`config.mk`:
```
export PLATFORM = sky130hd
export DESIGN_NAME = resample_out_buffer_flat
export DESIGN_NICKNAME = d
export VERILOG_FILES = /design/src/rtl/resampler_pkg.sv /design/src/rtl/resample_out_buffer_if.sv /design/src/rtl/resample_strobe_gen.sv /design/src/rtl/resample_out_buffer.sv /design/src/flat_wrapper.sv
export SDC_FILE = /design/constraint.sdc
export NUM_CORES = 1
export LEC_CHECK = 0
export ABC_CLOCK_PERIOD_IN_PS = 9400
export CELL_PAD_IN_SITES_DETAIL_PLACEMENT = 1
export CELL_PAD_IN_SITES_GLOBAL_PLACEMENT = 1
export CORE_MARGIN = 4
export CORE_UTILIZATION = 35
export DETAILED_ROUTE_END_ITERATION = 16
export PLACE_DENSITY_LB_ADDON = 0.15
export SLEW_MARGIN = 0
export SYNTH_ARGS = -nofsm -noshare
export SYNTH_HDL_FRONTEND = slang
export SYNTH_HIERARCHICAL = 1
export SYNTH_SLANG_ARGS = --single-unit
```
`constraint.sdc`:
```
create_clock -name clk -period 9.4 [get_ports clk]
set_input_delay 0.94 -clock clk [delete_from_list [all_inputs] [get_ports clk]]
set_output_delay 0.94 -clock clk [all_outputs]
set_load 0.02 [all_outputs]
```
`src/rtl/resampler_pkg.sv`:
```
// Shared constants and state encoding for the 160/147 resampler and its output buffer.
package resampler_pkg;

    localparam int DWIDTH              = 16;
    localparam int FIFO_DEPTH          = 16;
    localparam int FIFO_ADDR_LOG       = 4;
    localparam int DIV_DEFAULT         = 100;
    localparam int DIV_LOG_DEFAULT     = 7;
    localparam int START_LEVEL_DEFAULT = 8;

    typedef enum logic {
        FILL = 1'b0,
        RUN  = 1'b1
    } buf_state_e;

endpackage

```
`src/rtl/resample_out_buffer_if.sv`:
```
// Filter-side req/ack word handshake plus the DAC-side sample strobe of the output buffer.
interface resample_out_buffer_if #(
    parameter int DW = resampler_pkg::DWIDTH
);

    logic          req_in;
    logic          ack_in;
    logic [DW-1:0] data_in;
    logic          dac_valid;
    logic [DW-1:0] dac_data;

    modport master (
        output req_in,
        output data_in,
        input  ack_in,
        input  dac_valid,
        input  dac_data
    );

    modport slave (
        input  req_in,
        input  data_in,
        output ack_in,
        output dac_valid,
        output dac_data
    );

endinterface

```
`src/rtl/resample_strobe_gen.sv`:
```
// Free-running divide-by-DIV counter; strobe is high on the last count of each period.
module resample_strobe_gen #(
    parameter int DIV     = resampler_pkg::DIV_DEFAULT,
    parameter int DIV_LOG = resampler_pkg::DIV_LOG_DEFAULT
) (
    input  logic clk,
    input  logic rst,
    output logic strobe
);

    localparam logic [DIV_LOG-1:0] DIV_MAX = DIV_LOG'(DIV - 1);
    localparam logic [DIV_LOG-1:0] DIV_ONE = DIV_LOG'(1);

    logic [DIV_LOG-1:0] div_q;
    logic [DIV_LOG-1:0] div_d;

    // Next count: wrap to zero after DIV-1.
    always_comb begin
        div_d = div_q;
        if (div_q == DIV_MAX) begin
            div_d = '0;
        end else begin
            div_d = div_q + DIV_ONE;
        end
    end

    // Counter register.
    always_ff @(posedge clk or negedge rst) begin
        if (!rst) begin
            div_q <= '0;
        end else begin
            div_q <= div_d;
        end
    end

    assign strobe = (div_q == DIV_MAX);

endmodule

```
`src/rtl/resample_out_buffer.sv`:
```
// Circular FIFO between the resampling filter and the DAC, drained one word every DIV clocks.
// Optional RESAMPLE_OUT_STATS_EN adds saturating stall and underrun counters.
module resample_out_buffer
    import resampler_pkg::*;
#(
    parameter int DWIDTH      = resampler_pkg::DWIDTH,
    parameter int DEPTH       = resampler_pkg::FIFO_DEPTH,
    parameter int ADDR_LOG    = resampler_pkg::FIFO_ADDR_LOG,
    parameter int DIV         = resampler_pkg::DIV_DEFAULT,
    parameter int DIV_LOG     = resampler_pkg::DIV_LOG_DEFAULT,
    parameter int START_LEVEL = resampler_pkg::START_LEVEL_DEFAULT
) (
    input  logic                clk,
    input  logic                rst,
    resample_out_buffer_if.slave bus,
`ifdef RESAMPLE_OUT_STATS_EN
    output logic [15:0]         stall_cnt,
    output logic [15:0]         underrun_cnt,
`endif
    output logic                underflow,
    output logic [ADDR_LOG:0]   level
);

    localparam logic [ADDR_LOG:0]   LVL_FULL  = (ADDR_LOG+1)'(DEPTH);
    localparam logic [ADDR_LOG:0]   LVL_START = (ADDR_LOG+1)'(START_LEVEL);
    localparam logic [ADDR_LOG:0]   LVL_ONE   = (ADDR_LOG+1)'(1);
    localparam logic [ADDR_LOG-1:0] PTR_ONE   = ADDR_LOG'(1);

    logic [DWIDTH-1:0]   mem_q [DEPTH];
    logic [ADDR_LOG-1:0] wr_ptr_q, wr_ptr_d;
    logic [ADDR_LOG-1:0] rd_ptr_q, rd_ptr_d;
    logic [ADDR_LOG:0]   level_q, level_d;
    logic                ack_q, ack_d;
    logic                dac_valid_q, dac_valid_d;
    logic [DWIDTH-1:0]   dac_data_q, dac_data_d;
    logic                underflow_q, underflow_d;
    buf_state_e          state_q, state_d;
    logic                strobe_s;
    logic                wr_en_s;
    logic                rd_en_s;

    resample_strobe_gen #(
        .DIV     (DIV),
        .DIV_LOG (DIV_LOG)
    ) u_strobe (
        .clk    (clk),
        .rst    (rst),
        .strobe (strobe_s)
    );

    // Handshake, drain FSM, pointer and occupancy next-state logic.
    always_comb begin
        ack_d       = ack_q;
        wr_en_s     = 1'b0;
        rd_en_s     = 1'b0;
        dac_valid_d = 1'b0;
        dac_data_d  = dac_data_q;
        underflow_d = underflow_q;
        state_d     = state_q;

        // ack is a one-cycle grant; a grant without req just expires.
        if (ack_q) begin
            ack_d   = 1'b0;
            wr_en_s = bus.req_in;
        end else if (bus.req_in && (level_q < LVL_FULL)) begin
            ack_d = 1'b1;
        end else begin
            ack_d = 1'b0;
        end

        case (state_q)
            FILL: begin
                if (level_q >= LVL_START) begin
                    state_d = RUN;
                end else begin
                    state_d = FILL;
                end
            end
            RUN: begin
                if (strobe_s) begin
                    dac_valid_d = 1'b1;
                    if (level_q != '0) begin
                        rd_en_s    = 1'b1;
                        dac_data_d = mem_q[rd_ptr_q];
                    end else begin
                        underflow_d = 1'b1;
                    end
                end else begin
                    dac_valid_d = 1'b0;
                end
            end
            default: begin
                state_d = FILL;
            end
        endcase

        if (wr_en_s) begin
            wr_ptr_d = wr_ptr_q + PTR_ONE;
        end else begin
            wr_ptr_d = wr_ptr_q;
        end

        if (rd_en_s) begin
            rd_ptr_d = rd_ptr_q + PTR_ONE;
        end else begin
            rd_ptr_d = rd_ptr_q;
        end

        case ({wr_en_s, rd_en_s})
            2'b10:   level_d = level_q + LVL_ONE;
            2'b01:   level_d = level_q - LVL_ONE;
            default: level_d = level_q;
        endcase
    end

    // Control and output registers.
    always_ff @(posedge clk or negedge rst) begin
        if (!rst) begin
            wr_ptr_q    <= '0;
            rd_ptr_q    <= '0;
            level_q     <= '0;
            ack_q       <= 1'b0;
            dac_valid_q <= 1'b0;
            dac_data_q  <= '0;
            underflow_q <= 1'b0;
            state_q     <= FILL;
        end else begin
            wr_ptr_q    <= wr_ptr_d;
            rd_ptr_q    <= rd_ptr_d;
            level_q     <= level_d;
            ack_q       <= ack_d;
            dac_valid_q <= dac_valid_d;
            dac_data_q  <= dac_data_d;
            underflow_q <= underflow_d;
            state_q     <= state_d;
        end
    end

    // Sample storage; stale contents are unreachable after reset since pointers restart at zero.
    always_ff @(posedge clk) begin
        if (wr_en_s) begin
            mem_q[wr_ptr_q] <= bus.data_in;
        end
    end

`ifdef RESAMPLE_OUT_STATS_EN
    logic [15:0] stall_q, stall_d;
    logic [15:0] underrun_q, underrun_d;

    // Saturating event counters.
    always_comb begin
        if (bus.req_in && (level_q == LVL_FULL) && (stall_q != 16'hFFFF)) begin
            stall_d = stall_q + 16'd1;
        end else begin
            stall_d = stall_q;
        end
        if ((state_q == RUN) && strobe_s && (level_q == '0) && (underrun_q != 16'hFFFF)) begin
            underrun_d = underrun_q + 16'd1;
        end else begin
            underrun_d = underrun_q;
        end
    end

    // Counter registers.
    always_ff @(posedge clk or negedge rst) begin
        if (!rst) begin
            stall_q    <= 16'd0;
            underrun_q <= 16'd0;
        end else begin
            stall_q    <= stall_d;
            underrun_q <= underrun_d;
        end
    end

    assign stall_cnt    = stall_q;
    assign underrun_cnt = underrun_q;
`endif

    assign bus.ack_in    = ack_q;
    assign bus.dac_valid = dac_valid_q;
    assign bus.dac_data  = dac_data_q;
    assign underflow     = underflow_q;
    assign level         = level_q;

endmodule
```
`src/flat_wrapper.sv`:
```
// flat-port wrapper written by rule: the top's interface ports become plain ports
module resample_out_buffer_flat import resampler_pkg::*;
#(
    parameter int DWIDTH      = resampler_pkg::DWIDTH,
    parameter int DEPTH       = resampler_pkg::FIFO_DEPTH,
    parameter int ADDR_LOG    = resampler_pkg::FIFO_ADDR_LOG,
    parameter int DIV         = resampler_pkg::DIV_DEFAULT,
    parameter int DIV_LOG     = resampler_pkg::DIV_LOG_DEFAULT,
    parameter int START_LEVEL = resampler_pkg::START_LEVEL_DEFAULT
)
  (clk, rst, underflow, level, bus_req_in, bus_data_in, bus_ack_in, bus_dac_valid, bus_dac_data);
  resample_out_buffer_if bus_i ();
  input  logic clk;
  input  logic rst;
  output logic underflow;
  output logic [ADDR_LOG:0] level;
  input wire logic [$bits(bus_i.req_in)-1:0] bus_req_in;
  input wire logic [$bits(bus_i.data_in)-1:0] bus_data_in;
  output wire logic [$bits(bus_i.ack_in)-1:0] bus_ack_in;
  output wire logic [$bits(bus_i.dac_valid)-1:0] bus_dac_valid;
  output wire logic [$bits(bus_i.dac_data)-1:0] bus_dac_data;
  assign bus_i.req_in = bus_req_in;
  assign bus_i.data_in = bus_data_in;
  assign bus_ack_in = bus_i.ack_in;
  assign bus_dac_valid = bus_i.dac_valid;
  assign bus_dac_data = bus_i.dac_data;
  resample_out_buffer #(.DWIDTH(DWIDTH), .DEPTH(DEPTH), .ADDR_LOG(ADDR_LOG), .DIV(DIV), .DIV_LOG(DIV_LOG), .START_LEVEL(START_LEVEL)) u_core (.clk(clk), .rst(rst), .bus(bus_i), .underflow(underflow), .level(level));
endmodule
```
==> results.sh, run 1 <==
export IMPL_grt_max_degree=44
export IMPL_post_cts_resized=0
export IMPL_netlist_area_um2=11600
export IMPL_ir_drop_uv=111
export IMPL_dr_pass1_iters=4
export IMPL_cts_buffers=34
export IMPL_synth_top_area_share_pct=66.2
export IMPL_internal_power_w=0.00225
export IMPL_route_vias_total=5569
export IMPL_nFillCells=3096
export IMPL_p_leak_nw=4.47
export IMPL_holdCritPathClass="reg -> reg"
export IMPL_swShare_pct=21.9
export IMPL_relSlewSlack_pct=18.1
export IMPL_cts_hold_buffers=0
export IMPL_synthTopCellsByCount="edfxtp_1, mux4_2, nand2_1"
export IMPL_ys_seq_area_share_pct=74.8
export IMPL_start_util_pct=35.6
export IMPL_slowest_delay_ps=460
export IMPL_grt_pass1_wl_um=40100
export IMPL_post_drt_wl_per_cell_um=23.7
export IMPL_multi_input_area_um2=2750
export IMPL_ys_ff_latch=296
export IMPL_period_minus_slack_ps=3570
export IMPL_max_freq_mhz=280
export IMPL_finalSetupTns_ps=0
export IMPL_yosysWarnings=6
export IMPL_ant_nets=0
export IMPL_fp_dieW_um=190
export IMPL_cts_setup_buffers=0
export IMPL_clockPowerShare_pct=40.6
export IMPL_clockBufferDepth=3
export IMPL_final_setup_skew_ps=15.1
export IMPL_drc=0
export IMPL_setup_worst_path_start="u_core/u_strobe/div_q[0]$_DFF_PN0_"
export IMPL_synth_async_reset_ratio_pct=13.5
export IMPL_combPwrFrac_pct=6.4
export IMPL_fp_dieArea_um2=36100
export IMPL_areaGrowthSynthToFinish_pct=16.5
export IMPL_cts_max_level=2
export IMPL_io_buffer_count=42
export IMPL_reg2reg_slack_ps=5830
export IMPL_finalCritPeriodShare_pct=38.0
export IMPL_cts_root_buf="clkbuf_16"
export IMPL_cp_end_kind="register"
export IMPL_r2r_end="u_core/level[4]$_DFFE_PN0P_"
export IMPL_antenna_found_initial=0
export IMPL_hold_viol_final=0
export IMPL_syn_nets=609
export IMPL_cp_start_kind="register"
export IMPL_clk_pin_slew_worst_paths_ps=60
export IMPL_antenna_diode_count=0
export IMPL_whs_endpoint="u_core/bus.dac_data[1]$_DFFE_PN0P_"
export IMPL_routed_via_density=5.02
export IMPL_routed_wl_um=26300
export IMPL_yosysUniqueCellTypes=39
export IMPL_place_congestion=0.724
export IMPL_path_class="reg -> reg"
export IMPL_cts_tree="done"
export IMPL_grt_pass1_vias=6244
export IMPL_worst_ep_arrival_time_ps=3950
export IMPL_syn_inst=579
export IMPL_coreArea_um2=32600
export IMPL_drive_above_1_share_pct=22.3
export IMPL_crit_chain="ha_1, nand3_1, nor2_8, and2_1, o21ai_4, buf_4, inv_2, ha_1, inv_1, fa_1, nor2b_1, o21ai_0, nand3_1, or3b_2, xnor2_1"
export IMPL_min_delay_path_depth=2
export IMPL_seq_area_um2=8690
export IMPL_synth_most_common_cell="edfxtp_1"
export IMPL_syn_avg_cell_area_um2=20.1
export IMPL_rows=66
export IMPL_slowest_stage="or3b_2"
export IMPL_cts_sinks=296
export IMPL_drv_cap=0
export IMPL_synth_edff_count=256
export IMPL_grtUsageTotal_pct=14.9
export IMPL_finish_utilization_pct=41.5
export IMPL_nets=676
export IMPL_ios=43
export IMPL_worst_endpoint_required_ps=9780
export IMPL_chipHeight_um=190
export IMPL_power_density_nw_per_um2=213
export IMPL_clk_latency_ps=500
export IMPL_first_iter_violations=329
export IMPL_hp_start="u_core/bus.dac_data[1]$_DFFE_PN0P_"
export IMPL_rsz0062_at_grt="false"
export IMPL_power_w=0.00288
export IMPL_slew_violations=0
export IMPL_dp_hpwl_um=15800
export IMPL_grt_overflow=0
export IMPL_ys_flop_type="edfxtp_1"
export IMPL_cp_max_fo=35
export IMPL_yosysTopAreaCell="edfxtp_1"
export IMPL_synth_area_top_cells="edfxtp_1, mux4_2, dfrtp_1"
export IMPL_status="complete, no violations"
export IMPL_reg2reg_depth=15
export IMPL_reg2reg_from="u_core/u_strobe/div_q[0]$_DFF_PN0_"
export IMPL_netSwitchingPower_w=0.000630
export IMPL_setup_viol_count_final=0
export IMPL_seq_power_share_pct=53.0
export IMPL_tightest_slew_ps=1230
## state kept, by name, indices dropped and copies added (netlist names)
signal,cells
u_core/state_q,1
u_core/mem_q,256
u_core/u_strobe/div_q,7
u_core/bus.ack_in,1
u_core/underflow,1
u_core/wr_ptr_q,4
u_core/level,5
u_core/rd_ptr_q,4
u_core/bus.dac_data,16
u_core/bus.dac_valid,1
## per-stage QoR
stage                     area (um^2)  std cells  setup slack, ps  hold WS [ps]
after CTS                       13500       1110             5780           477
after detailed placement        12600       1052             5790           454
after global placement          12600       1052             5900           452
after floorplan                 11600        579             6350           424
after global routing            13500       1110             5540           495
final                           13500       1110             5830           471
## worst max-delay path, delay by kind of cell, from the launching register on
family                     cells  cell delay, ps
xor gates and xnor gates       1             140
adders and majority gates      3             930
buffers and inverters          3             510
DFF                            1             400
and+or+nand+nor                6            1300
AOI/OAI and AO/OA              2             190
## final cells by class
cell class,count,area share (%)
flip-flops and latches,296,64.3
clock inverters,9,0.324
clock buffers,49,6.86
well taps,442,4.09
inverters,7,0.194
repair buffers,57,3.90
multi-input cells,250,20.3
## routing by layer
layer  track usage (%)  vias to the layer above  wire, um
met4              4.01                        0       518
met1              20.1                     3020     11300
met3              2.02                       38       643
li1                  -                     2442         -
met5                 0                        -         0
met2              25.9                       69     13800
## logic make-up (layout without fill, tap and decap cells)
family / Yosys count / count (layout) / synth area share (%)
multiplexers: 99 / 99 / 15.6
adder cells (fa/ha/maj): 11 / 11 / 1.25
AND/OR/NAND/NOR: 85 / 85 / 3.89
AO/OA/AOI/OAI: 42 / 42 / 1.91
XOR/XNOR: 13 / 13 / 0.981
flip-flops: 296 / 296 / 74.8
buffers and inverters: 33 / 122 / 1.52
## power by group through the flow
stage	registers (W)	logic (W)	clock network (W)
after floorplan	0.00155	0.0000871	0
after global placement	0.00155	0.000184	0
after detailed placement	0.00155	0.000188	0
after CTS	0.00153	0.000189	0.00121
after global routing	0.00153	0.000202	0.00127
final	0.00152	0.000183	0.00117
## layout by cell type (no fill, tap or decap), drive strengths merged
cell,synthesis,final
edfxtp,256,256
mux4,64,64
clkbuf,12,49
clkdlybuf4s50,0,41
nand2,41,41
dfrtp,40,40
o21ai,20,20
mux2i,18,18
a21oi,18,18
mux2,17,17
buf,14,16
and2,14,14
xnor2,11,11
ha,10,10
inv,7,8
clkinv,0,7
nand3,6,6
and3,6,6
nor2,5,5
nor2b,3,3
nor3b,2,2
a21o,2,2
xor2,2,2
nand4,2,2
a31oi,2,2
nor3,2,2
or3,2,2
clkinvlp,0,1
or4,1,1
or3b,1,1
fa,1,1
## worst max-delay path by stage
stage,end,cells after the start
finish,u_core/level[4]$_DFFE_PN0P_,15
floorplan,u_core/level[4]$_DFFE_PN0P_,10
CTS,u_core/level[4]$_DFFE_PN0P_,15
global placement,u_core/level[4]$_DFFE_PN0P_,14
detailed placement,u_core/level[4]$_DFFE_PN0P_,15
global route,u_core/level[4]$_DFFE_PN0P_,15
No activity file was read; power rests on OpenSTA's default activity.
==> run 2: changes to the inputs <==
Settings changed: ABC_CLOCK_PERIOD_IN_PS 9400 to 3150.
Clock period 9.4 ns to 3.15 ns, I/O delays scaled along.
==> run 2 against run 1 <==
Net effect: critical path depth is 2 lower; clock power increased to 3.2 times the previous value; utilization grew 0.81 points; clock skew decreased by 5.0 ps; largest power group unchanged.
==> results.sh, run 2 (synthesis results as in run 1) <==
export IMPL_cts_sinks=296
export IMPL_path_class="reg -> reg"
export IMPL_coreArea_um2=32600
export IMPL_reg2reg_from="u_core/u_strobe/div_q[3]$_DFF_PN0_"
export IMPL_dp_hpwl_um=14700
export IMPL_cp_end_kind="register"
export IMPL_cts_max_level=2
export IMPL_routed_wl_um=27200
export IMPL_grt_pass1_wl_um=40700
export IMPL_fp_dieArea_um2=36100
export IMPL_grtUsageTotal_pct=15.4
export IMPL_reg2reg_slack_ps=190
export IMPL_final_setup_skew_ps=10.1
export IMPL_ios=43
export IMPL_chipHeight_um=190
export IMPL_place_congestion=0.722
export IMPL_clk_latency_ps=510
export IMPL_io_buffer_count=42
export IMPL_cp_max_fo=5
export IMPL_slowest_stage="or3b_2"
export IMPL_cts_tree="done"
export IMPL_clk_pin_slew_worst_paths_ps=60
export IMPL_nFillCells=3084
export IMPL_nets=690
export IMPL_slowest_delay_ps=450
export IMPL_start_util_pct=35.6
export IMPL_holdCritPathClass="in -> async"
export IMPL_p_leak_nw=4.62
export IMPL_power_density_nw_per_um2=644
export IMPL_max_freq_mhz=338
export IMPL_finalNonFillerCells=1127
export IMPL_fp_dieW_um=190
export IMPL_finish_utilization_pct=42.3
export IMPL_tightest_slew_ps=1140
export IMPL_post_drt_wl_per_cell_um=24.1
export IMPL_drive_above_1_share_pct=25.7
export IMPL_period_minus_slack_ps=2960
export IMPL_cp_top_family="simple AND/OR/NAND/NOR gates"
export IMPL_final_cell_mix="edfxtp_1, mux4_2, clkdlybuf4s50_1, nand2_1, clkbuf_16"
export IMPL_drv_cap=0
export IMPL_rows=66
export IMPL_largest_reg_flops=256
export IMPL_cts_buffers=34
export IMPL_critPathBufInv=2
export IMPL_antenna_found_initial=1
export IMPL_grt_max_degree=41
export IMPL_largest_register="u_core/mem_q"
export IMPL_finalCritPeriodShare_pct=94.0
export IMPL_reg2reg_depth=13
export IMPL_status="complete, no violations"
export IMPL_areaGrowthSynthToFinish_pct=18.8
export IMPL_cts_hold_buffers=0
export IMPL_power_w=0.00889
export IMPL_route_vias_total=5588
export IMPL_grt_overflow=0
export IMPL_setup_viol_count_final=0
export IMPL_worst_ep_arrival_time_ps=3350
export IMPL_ant_nets=0
export IMPL_rsz0062_at_grt="false"
export IMPL_r2r_end="u_core/level[4]$_DFFE_PN0P_"
export IMPL_final_common_cell="edfxtp_1"
export IMPL_ir_drop_uv=434
export IMPL_crit_chain="or3_4, nor2_8, and2_4, o21ai_4, inv_2, ha_2, inv_1, fa_2, nor2b_1, o21ai_1, nand3_1, or3b_2, xnor2_1"
export IMPL_first_iter_violations=343
export IMPL_relSlewSlack_pct=23.8
export IMPL_slew_violations=0
export IMPL_antenna_diode_count=0
export IMPL_cts_setup_buffers=0
export IMPL_dp_cells=1066
export IMPL_cp_start_kind="register"
export IMPL_routed_via_density=4.96
export IMPL_worst_endpoint_required_ps=3540
export IMPL_grt_pass1_vias=6255
export IMPL_dr_pass1_iters=5
export IMPL_hold_viol_final=0
export IMPL_clockBufferDepth=3
export IMPL_cts_root_buf="clkbuf_16"
export IMPL_drc=0
==> run 2: how the worst max path moves through the flow <==
stage | startpoint | end | slack (ps) | depth (start not counted)
5_1_grt | u_core/u_strobe/div_q[3]$_DFF_PN0_ | u_core/level[4]$_DFFE_PN0P_ | 50 | 13
2_1_floorplan | u_core/level[0]$_DFFE_PN0P_ | u_core/level[4]$_DFFE_PN0P_ | 100 | 10
3_3_place_gp | u_core/u_strobe/div_q[3]$_DFF_PN0_ | u_core/level[4]$_DFFE_PN0P_ | 90 | 13
6_report | u_core/u_strobe/div_q[3]$_DFF_PN0_ | u_core/level[4]$_DFFE_PN0P_ | 190 | 13
3_5_place_dp | u_core/u_strobe/div_q[3]$_DFF_PN0_ | u_core/level[4]$_DFFE_PN0P_ | -40 | 13
4_1_cts | u_core/u_strobe/div_q[3]$_DFF_PN0_ | u_core/level[4]$_DFFE_PN0P_ | 30 | 13
==> run 2: through the flow <==
stage | setup TNS (ps) | worst slack, ps | hold slack [ps] | area, um^2
floorplan | 0 | 101 | 19.4 | 11600
global placement | 0 | 92.2 | 458 | 12700
detailed placement | -36.3 | -36.3 | 459 | 12700
CTS | 0 | 28.3 | 64.5 | 13800
global route | 0 | 45.1 | 120 | 13800
finish | 0 | 190 | 39.9 | 13800
==> run 2: layer usage <==
layer / share of wire [%] / track usage [%] / wire length, um
met5: 0.048 / 0 / 13
met4: 2.0 / 4.25 / 553
met3: 4.4 / 2.37 / 1190
met1: 42 / 20.1 / 11300
met2: 52 / 27.0 / 14100
==> run 2: layout make-up <==
type                       instances  area, um^2  area share, %
inverter                           7        26.3          0.191
sequential                       296        8700           63.1
clock inverter                    17         128          0.925
multi-input combinational        250        2770           20.1
clock buffer                      44         952           6.90
timing repair buffer              71         671           4.86
tap                              442         553           4.01
==> run 2: power by group <==
group          switching (W)  internal [W]
Sequential          0.000107       0.00444
Clock                0.00148       0.00229
Combinational       0.000341      0.000230
Total                0.00193       0.00696
==> run 2: repair_timing <==
item / in CTS / in global routing
cloned: 0 / 0
gates resized for setup: 1 / 5
setup endpoints to repair: 1 / 1
